--- config.mk ---
export PLATFORM = sky130hd
export DESIGN_NAME = irq_sequencer
export DESIGN_NICKNAME = d
export VERILOG_FILES = /design/src/rtl/irq_sequencer_pkg.sv /design/src/rtl/irq_sequencer_rr_arbiter.sv /design/src/rtl/irq_sequencer.sv
export SDC_FILE = /design/constraint.sdc
export NUM_CORES = 1
export LEC_CHECK = 0
export CAP_MARGIN = 30
export CORE_MARGIN = 1.5
export CORE_UTILIZATION = 40
export CTS_CLUSTER_SIZE = 24
export DETAILED_ROUTE_END_ITERATION = 16
export PLACE_DENSITY = 0.76
export SYNTH_ARGS = -nofsm -noshare
export SYNTH_HDL_FRONTEND = slang
export SYNTH_HIERARCHICAL = 1
export SYNTH_SLANG_ARGS = --single-unit
--- constraint.sdc ---
create_clock -name clk -period 3.2 [get_ports clk]
set_input_delay 0.48 -clock clk [delete_from_list [all_inputs] [get_ports clk]]
set_output_delay 0.48 -clock clk [all_outputs]
set_load 0.1 [all_outputs]
--- src/rtl/irq_sequencer_pkg.sv ---
// Shared definitions for the interrupt sequencer: FSM encoding, default vector
// layout and the vector address helper.
package irq_sequencer_pkg;

  typedef enum logic [1:0] {
    ST_IDLE    = 2'd0,
    ST_ARMED   = 2'd1,
    ST_TAKE    = 2'd2,
    ST_SERVICE = 2'd3
  } state_e;

  localparam logic [31:0] DEF_VEC_BASE   = 32'h0000_0100;
  localparam logic [31:0] DEF_VEC_STRIDE = 32'd4;

  // Product is truncated to 32 bits, so vector addresses wrap modulo 2^32.
  function automatic logic [31:0] vec_addr(input logic [31:0] base,
                                           input logic [31:0] stride,
                                           input logic [31:0] idx);
    return base + idx * stride;
  endfunction

endpackage

--- src/rtl/irq_sequencer_rr_arbiter.sv ---
// Combinational round-robin pick: first set request bit searching cyclically
// from last_grant+1.
module rr_arbiter #(
  parameter int N = 8
) (
  input  logic [N-1:0]         req_i,
  input  logic [$clog2(N)-1:0] last_grant_i,
  output logic                 gnt_valid_o,
  output logic [$clog2(N)-1:0] gnt_idx_o
);

  localparam int IW = $clog2(N);

  logic [IW-1:0] idx;

  // Walk offsets from farthest to nearest so the nearest hit is written last.
  always_comb begin
    // NOTE: every always_comb output gets a default first so no path leaves it
    // unassigned, which would otherwise infer a latch.
    gnt_valid_o = 1'b0;
    gnt_idx_o   = '0;
    idx         = '0;
    for (int k = N; k >= 1; k--) begin
      idx = IW'((int'(last_grant_i) + k) % N);
      if (req_i[idx]) begin
        gnt_valid_o = 1'b1;
        gnt_idx_o   = idx;
      end
    end
  end

endmodule

--- src/rtl/irq_sequencer.sv ---
// Non-nesting interrupt sequencer: latches request edges, arbitrates round-robin,
// forces one PC load to the vector at an instruction boundary and holds the return PC.
module irq_sequencer
  import irq_sequencer_pkg::*;
#(
  parameter int          N_IRQ      = 8,
  parameter logic [31:0] VEC_BASE   = DEF_VEC_BASE,
  parameter logic [31:0] VEC_STRIDE = DEF_VEC_STRIDE
) (
  input  logic                     clk,
  input  logic                     rst,
  input  logic [N_IRQ-1:0]         irq_in,
  input  logic                     irq_en,
  input  logic                     mask_we,
  input  logic [N_IRQ-1:0]         mask_wdata,
  input  logic                     inst_bound,
  input  logic                     enable_pc,
  input  logic                     retirq,
  input  logic [31:0]              pc,
  output logic                     take_req,
  output logic                     irr,
  output logic [31:0]              irr_dest,
  output logic [31:0]              irr_ret,
  output logic                     irq_active,
  output logic [$clog2(N_IRQ)-1:0] irq_id,
  output logic [N_IRQ-1:0]         irq_ack,
  output logic [N_IRQ-1:0]         mask
);

  localparam int IW = $clog2(N_IRQ);

  state_e           state_q, state_d;
  logic [IW-1:0]    irq_id_q, irq_id_d;
  logic [IW-1:0]    last_grant_q, last_grant_d;
  logic [31:0]      irr_ret_q, irr_ret_d;
  logic [N_IRQ-1:0] pending_q, pending_d;
  logic [N_IRQ-1:0] ack_q, ack_d;
  logic [N_IRQ-1:0] irq_prev_q;
  logic [N_IRQ-1:0] mask_q;
  logic [N_IRQ-1:0] rise;
  logic [N_IRQ-1:0] eligible;
  logic             gnt_valid;
  logic [IW-1:0]    gnt_idx;

  assign rise     = irq_in & ~irq_prev_q;
  assign eligible = pending_q & mask_q & {N_IRQ{irq_en}};

  rr_arbiter #(.N(N_IRQ)) u_arb (
    .req_i        (eligible),
    .last_grant_i (last_grant_q),
    .gnt_valid_o  (gnt_valid),
    .gnt_idx_o    (gnt_idx)
  );

  always_comb begin
    state_d      = state_q;
    irq_id_d     = irq_id_q;
    last_grant_d = last_grant_q;
    irr_ret_d    = irr_ret_q;
    ack_d        = '0;
    unique case (state_q)
      ST_IDLE: begin
        if (gnt_valid) begin
          irq_id_d = gnt_idx;
          state_d  = ST_ARMED;
        end
      end
      ST_ARMED: begin
        if (!(pending_q[irq_id_q] && mask_q[irq_id_q]) || !irq_en) state_d = ST_IDLE;
        else if (inst_bound)                                          state_d = ST_TAKE;
      end
      // Committed: mask and enable are no longer consulted here.
      ST_TAKE: begin
        if (enable_pc) begin
          irr_ret_d       = pc;
          ack_d[irq_id_q] = 1'b1;
          last_grant_d    = irq_id_q;
          state_d         = ST_SERVICE;
        end
      end
      ST_SERVICE: begin
        if (enable_pc && retirq) state_d = ST_IDLE;
      end
      default: state_d = ST_IDLE;
    endcase
    // A fresh edge in the ack cycle outranks the clear.
    pending_d = (pending_q & ~ack_d) | rise;
  end

  always_ff @(posedge clk) begin
    // NOTE: state registers use non-blocking assignments so every flop samples
    // pre-edge values regardless of statement order.
    if (!rst) begin
      state_q      <= ST_IDLE;
      irq_id_q     <= '0;
      last_grant_q <= IW'(N_IRQ - 1);
      irr_ret_q    <= '0;
      pending_q    <= '0;
      ack_q        <= '0;
      irq_prev_q   <= '0;
      mask_q       <= '0;
    end else begin
      state_q      <= state_d;
      irq_id_q     <= irq_id_d;
      last_grant_q <= last_grant_d;
      irr_ret_q    <= irr_ret_d;
      pending_q    <= pending_d;
      ack_q        <= ack_d;
      irq_prev_q   <= irq_in;
      if (mask_we) mask_q <= mask_wdata;
    end
  end

  assign take_req   = (state_q == ST_TAKE);
  assign irr        = (state_q == ST_TAKE);
  assign irr_dest   = irr ? vec_addr(VEC_BASE, VEC_STRIDE, 32'(irq_id_q)) : '0;
  assign irq_active = (state_q == ST_SERVICE);
  assign irq_id     = irq_id_q;
  assign irq_ack    = ack_q;
  assign irr_ret    = irr_ret_q;
  assign mask       = mask_q;

endmodule

==> run summary <==
## Critical path
- **Critical Path, Cell by Cell** inv_1, ha_1, mux4_2, mux2_4, nor4_1, nand3_1, mux2_2, o21ai_0, a21oi_1
- **element type at the critical path start** flop
- **critical path peak fanout** 8
- **data required time of the critical path** 3.42 ns
- **kind of end point of the critical path** flop
- **number of buffer and inverter stages on the critical path** 1
- **critical path class** flop to flop
- **Worst Path Arrival** 3.08 ns
- **Worst path top cell family by delay** multiplexers
- **Reg2Reg Depth** 9
- **CP peak stage delay** 0.62 ns
- **cell count along the critical path** 9
- **Crit-path slowest cell** sky130_fd_sc_hd__mux4_2

## CTS
- **Clock Pin Slew Worst Setup and Hold Paths** 0.08 ns
- **count of clock tree sinks** 72
- **number of setup buffers added after CTS** 0
- **clock latency on the worst-skew pair** 0.34 ns
- **H-tree lvl count** 3
- **CTS tree** yes
- **Hold Buf Count CTS** 0
- **# resized after CTS** 0
- **total CTS buffers** 9
- **maximum buffer depth of the clock tree** 2
- **clock root buffer** sky130_fd_sc_hd__clkbuf_8

## Yosys
- **gate count of the mapped netlist** 408
- **flip-flop cell with the highest count after synthesis** sky130_fd_sc_hd__dfxtp_1
- **yosys synthesis warning count** 6
- **area share of xor/xnor cells in the synthesized design** 0.709%
- **fraction of the mapped netlist area in simple logic gates** 20.4%
- **syn_area_per_cell** 9.08 um^2
- **post-synthesis register bit count** 72
- **EDFF count, synth** 0
- **most area-consuming cells after synthesis** sky130_fd_sc_hd__dfxtp_1 (39%), sky130_fd_sc_hd__a21boi_1 (8.1%), sky130_fd_sc_hd__nand2_1 (7.9%)
- **complex-gate fraction of the synthesized area** 14.0%
- **share of the synthesized area in the top cell type** 38.9%
- **mapped cell area** 0.00370 mm^2
- **combinational family with the most area after synthesis** simple AND/OR/NAND/NOR gates
- **multiplexer fraction of the synthesized cell area** 15.2%
- **Async S/R FF share, synth** 0%
- **Seq/Total Area, Yosys** 38.9%
- **biggest area consumer among synthesized cells** sky130_fd_sc_hd__dfxtp_1
- **fraction of the mapped netlist area in adder cells** 0.675%
- **number of distinct library cells after synthesis** 47

## GRT
- **number of global-route vias before repair** 3124
- **aggregate global routing overflow** 0
- **first-pass GRT wire length** 15.0 mm
- **Total Routing Usage GR** 19.0%
- **initial antenna violation count** 0
- **largest net degree at the start of global routing** 42

## Pwr
- **VDD IR-drop max** 0.388 mV
- **leakage** 0.00200 uW
- **Power Density** 470 mW/mm^2

## Timing
- **fmax** 349 MHz
- **fin crit period** 2.86 ns
- **setup TNS after final layout** 0 ns
- **unrepaired setup endpoints after global routing** false
- **Hold Fails Final Rpt** 0
- **final worst-path cycle share** 89.5%
- **max-slew violation count** 0
- **Final Skew** 0.00576 ns
- **count of endpoints failing setup in the final report** 0
- **slew at the pin closest to its max-slew limit** 0.981 ns
- **worst rel slew slack** 34.4%

## Cells and area
- **top library cells by usage in the layout, fill and taps aside** sky130_fd_sc_hd__nand2_1 (78), sky130_fd_sc_hd__clkdlybuf4s50_1 (75), sky130_fd_sc_hd__dfxtp_1 (72), sky130_fd_sc_hd__buf_4 (47), sky130_fd_sc_hd__a21boi_1 (40)
- **most common library cell in the layout ignoring fill and taps** sky130_fd_sc_hd__nand2_1
- **area used by multi-input combinational logic** 0.00200 mm^2
- **post-layout instance count excluding filler cells** 628
- **post-route design area** 0.00492 mm^2
- **flip-flop and latch area** 0.00144 mm^2
- **number of diodes added for antenna fixing** 0
- **fraction of final layout cells sized beyond drive strength 1** 17.5%
- **number of fill cells in the layout** 758
- **number of nets in the final layout** 572
- **Area growth syn-to-layout** 32.8%

## Detailed routing
- **vias per inst** 5.03
- **violation count after the first detailed-route iteration** 166
- **total vias in the final route** 3160
- **routed length per instance** 14.6 um
- **total wire length after detailed routing** 9.19 mm
- **antenna viol nets, final** 0
- **DRC violation count after routing** 0
- **1st-pass router iterations** 4

## Place
- **number of cells after detailed placement** 612
- **number of buffer cells added on primary ports** 112
- **Area after DPL** 0.00470 mm^2
- **HPWL after detailed placement** 6.80 mm
- **last weighted congestion value of the routability-driven placer** 0.850

## Floorplanning
- **core area** 0.00885 mm^2
- **Boundary Pins** 141
- **x dimension of the die** 99.2 um
- **Die Height** 99.2 um
- **number of placement rows** 34
- **floorplan die area** 0.00985 mm^2
- **starting utilization of the core area** 41.9%

## Run
- **max-cap check violation count** 0

## Hold path
- **Hold/Removal Path Class** flop to flop
- **hold-critical path depth** 2

## Run status
- **outcome** complete, no violations

metrics by stage:
step	util, %	hold slack (ns)	worst slack, ns	total power [uW]
floorplan	-	0.435	0.275	1470
global placement	53.1	0.440	0.0507	1570
detailed placement	53.1	0.445	0.0161	1580
CTS	55.6	0.457	0.332	2330
global route	55.6	0.479	0.144	2410
finish	55.6	0.454	0.337	2310
sequential cells by signal, summed over array words and instances, names as in the netlist, named ones only:
name,cells
irr_ret,32
irq_ack,8
irq_prev_q,8
mask,8
pending_q,8
irq_id,3
last_grant_q,3
state_q,1
worst min-delay path, delay by kind of cell (launching register included):
kind | cells | cell delay, ns
DFF | 1 | 0.31
AOI/OAI and AO/OA | 1 | 0.05
and+or+nand+nor | 1 | 0.05
cells by family (layout without fill, tap and decap cells):
| logic type | Yosys count | count (layout) |
|---|---|---|
| buffers and inverters | 59 | 144 |
| adder cells (fa/ha/maj) | 2 | 2 |
| other | 1 | 28 |
| flip-flops | 72 | 72 |
| AND/OR/NAND/NOR | 156 | 156 |
| XOR/XNOR | 3 | 3 |
| multiplexers | 40 | 40 |
| AO/OA/AOI/OAI | 75 | 75 |
report_power, final:
part	switching (uW)	total (uW)	internal [uW]
Sequential	30.2	962	932
Combinational	420	596	176
Clock	329	753	424
cell usage after synthesis, types with 2 or more instances:
cell type,n
sky130_fd_sc_hd__mux2i_1,15
sky130_fd_sc_hd__o21ai_1,6
sky130_fd_sc_hd__nor2_1,10
sky130_fd_sc_hd__buf_6,4
sky130_fd_sc_hd__a221oi_1,2
sky130_fd_sc_hd__buf_2,4
sky130_fd_sc_hd__o31ai_1,2
sky130_fd_sc_hd__buf_4,30
sky130_fd_sc_hd__ha_1,2
sky130_fd_sc_hd__inv_1,5
sky130_fd_sc_hd__a211oi_1,3
sky130_fd_sc_hd__nand2_1,78
sky130_fd_sc_hd__mux2_4,2
sky130_fd_sc_hd__mux2_2,10
sky130_fd_sc_hd__nand3_1,8
sky130_fd_sc_hd__a31oi_1,3
sky130_fd_sc_hd__nor2b_1,12
sky130_fd_sc_hd__xor2_1,2
sky130_fd_sc_hd__o21ai_0,6
sky130_fd_sc_hd__a21o_1,2
sky130_fd_sc_hd__mux4_2,11
sky130_fd_sc_hd__clkbuf_1,14
sky130_fd_sc_hd__nand2b_1,13
sky130_fd_sc_hd__nor3b_1,2
sky130_fd_sc_hd__nor3_1,4
sky130_fd_sc_hd__buf_1,2
sky130_fd_sc_hd__a21boi_1,40
sky130_fd_sc_hd__dfxtp_1,72
sky130_fd_sc_hd__and2_1,12
sky130_fd_sc_hd__and3_1,9
sky130_fd_sc_hd__a21oi_1,6
sky130_fd_sc_hd__mux2_1,2
cell type report:
| class | count | share of cell area (%) |
|---|---|---|
| Clock buffer | 12 | 3.36 |
| Clock inverter | 4 | 1.04 |
| Inverter | 5 | 0.382 |
| Multi-Input combinational cell | 304 | 40.6 |
| Sequential cell | 72 | 29.3 |
| Tap cell | 108 | 2.75 |
| Timing Repair Buffer | 123 | 22.5 |
final timing paths:
check                                    start                      end  slack, ns
hold reg to reg        irr_ret[8]$_SDFFE_PN0P_  irr_ret[8]$_SDFFE_PN0P_       0.45
setup reg to reg  last_grant_q[1]$_SDFFE_PN1P_  state_q[0]$_SDFFE_PN0P_       0.34
hold / removal         irr_ret[8]$_SDFFE_PN0P_  irr_ret[8]$_SDFFE_PN0P_       0.45
setup / recovery  last_grant_q[1]$_SDFFE_PN1P_  state_q[0]$_SDFFE_PN0P_       0.34
metal layers:
layer | routed length, um | global-route usage, %
met5 | 0 | 0
met1 | 3970 | 23.5
met2 | 4400 | 31.2
met4 | 300 | 9.64
met3 | 517 | 4.22
Note: power is estimated with default switching activity, not from simulation.
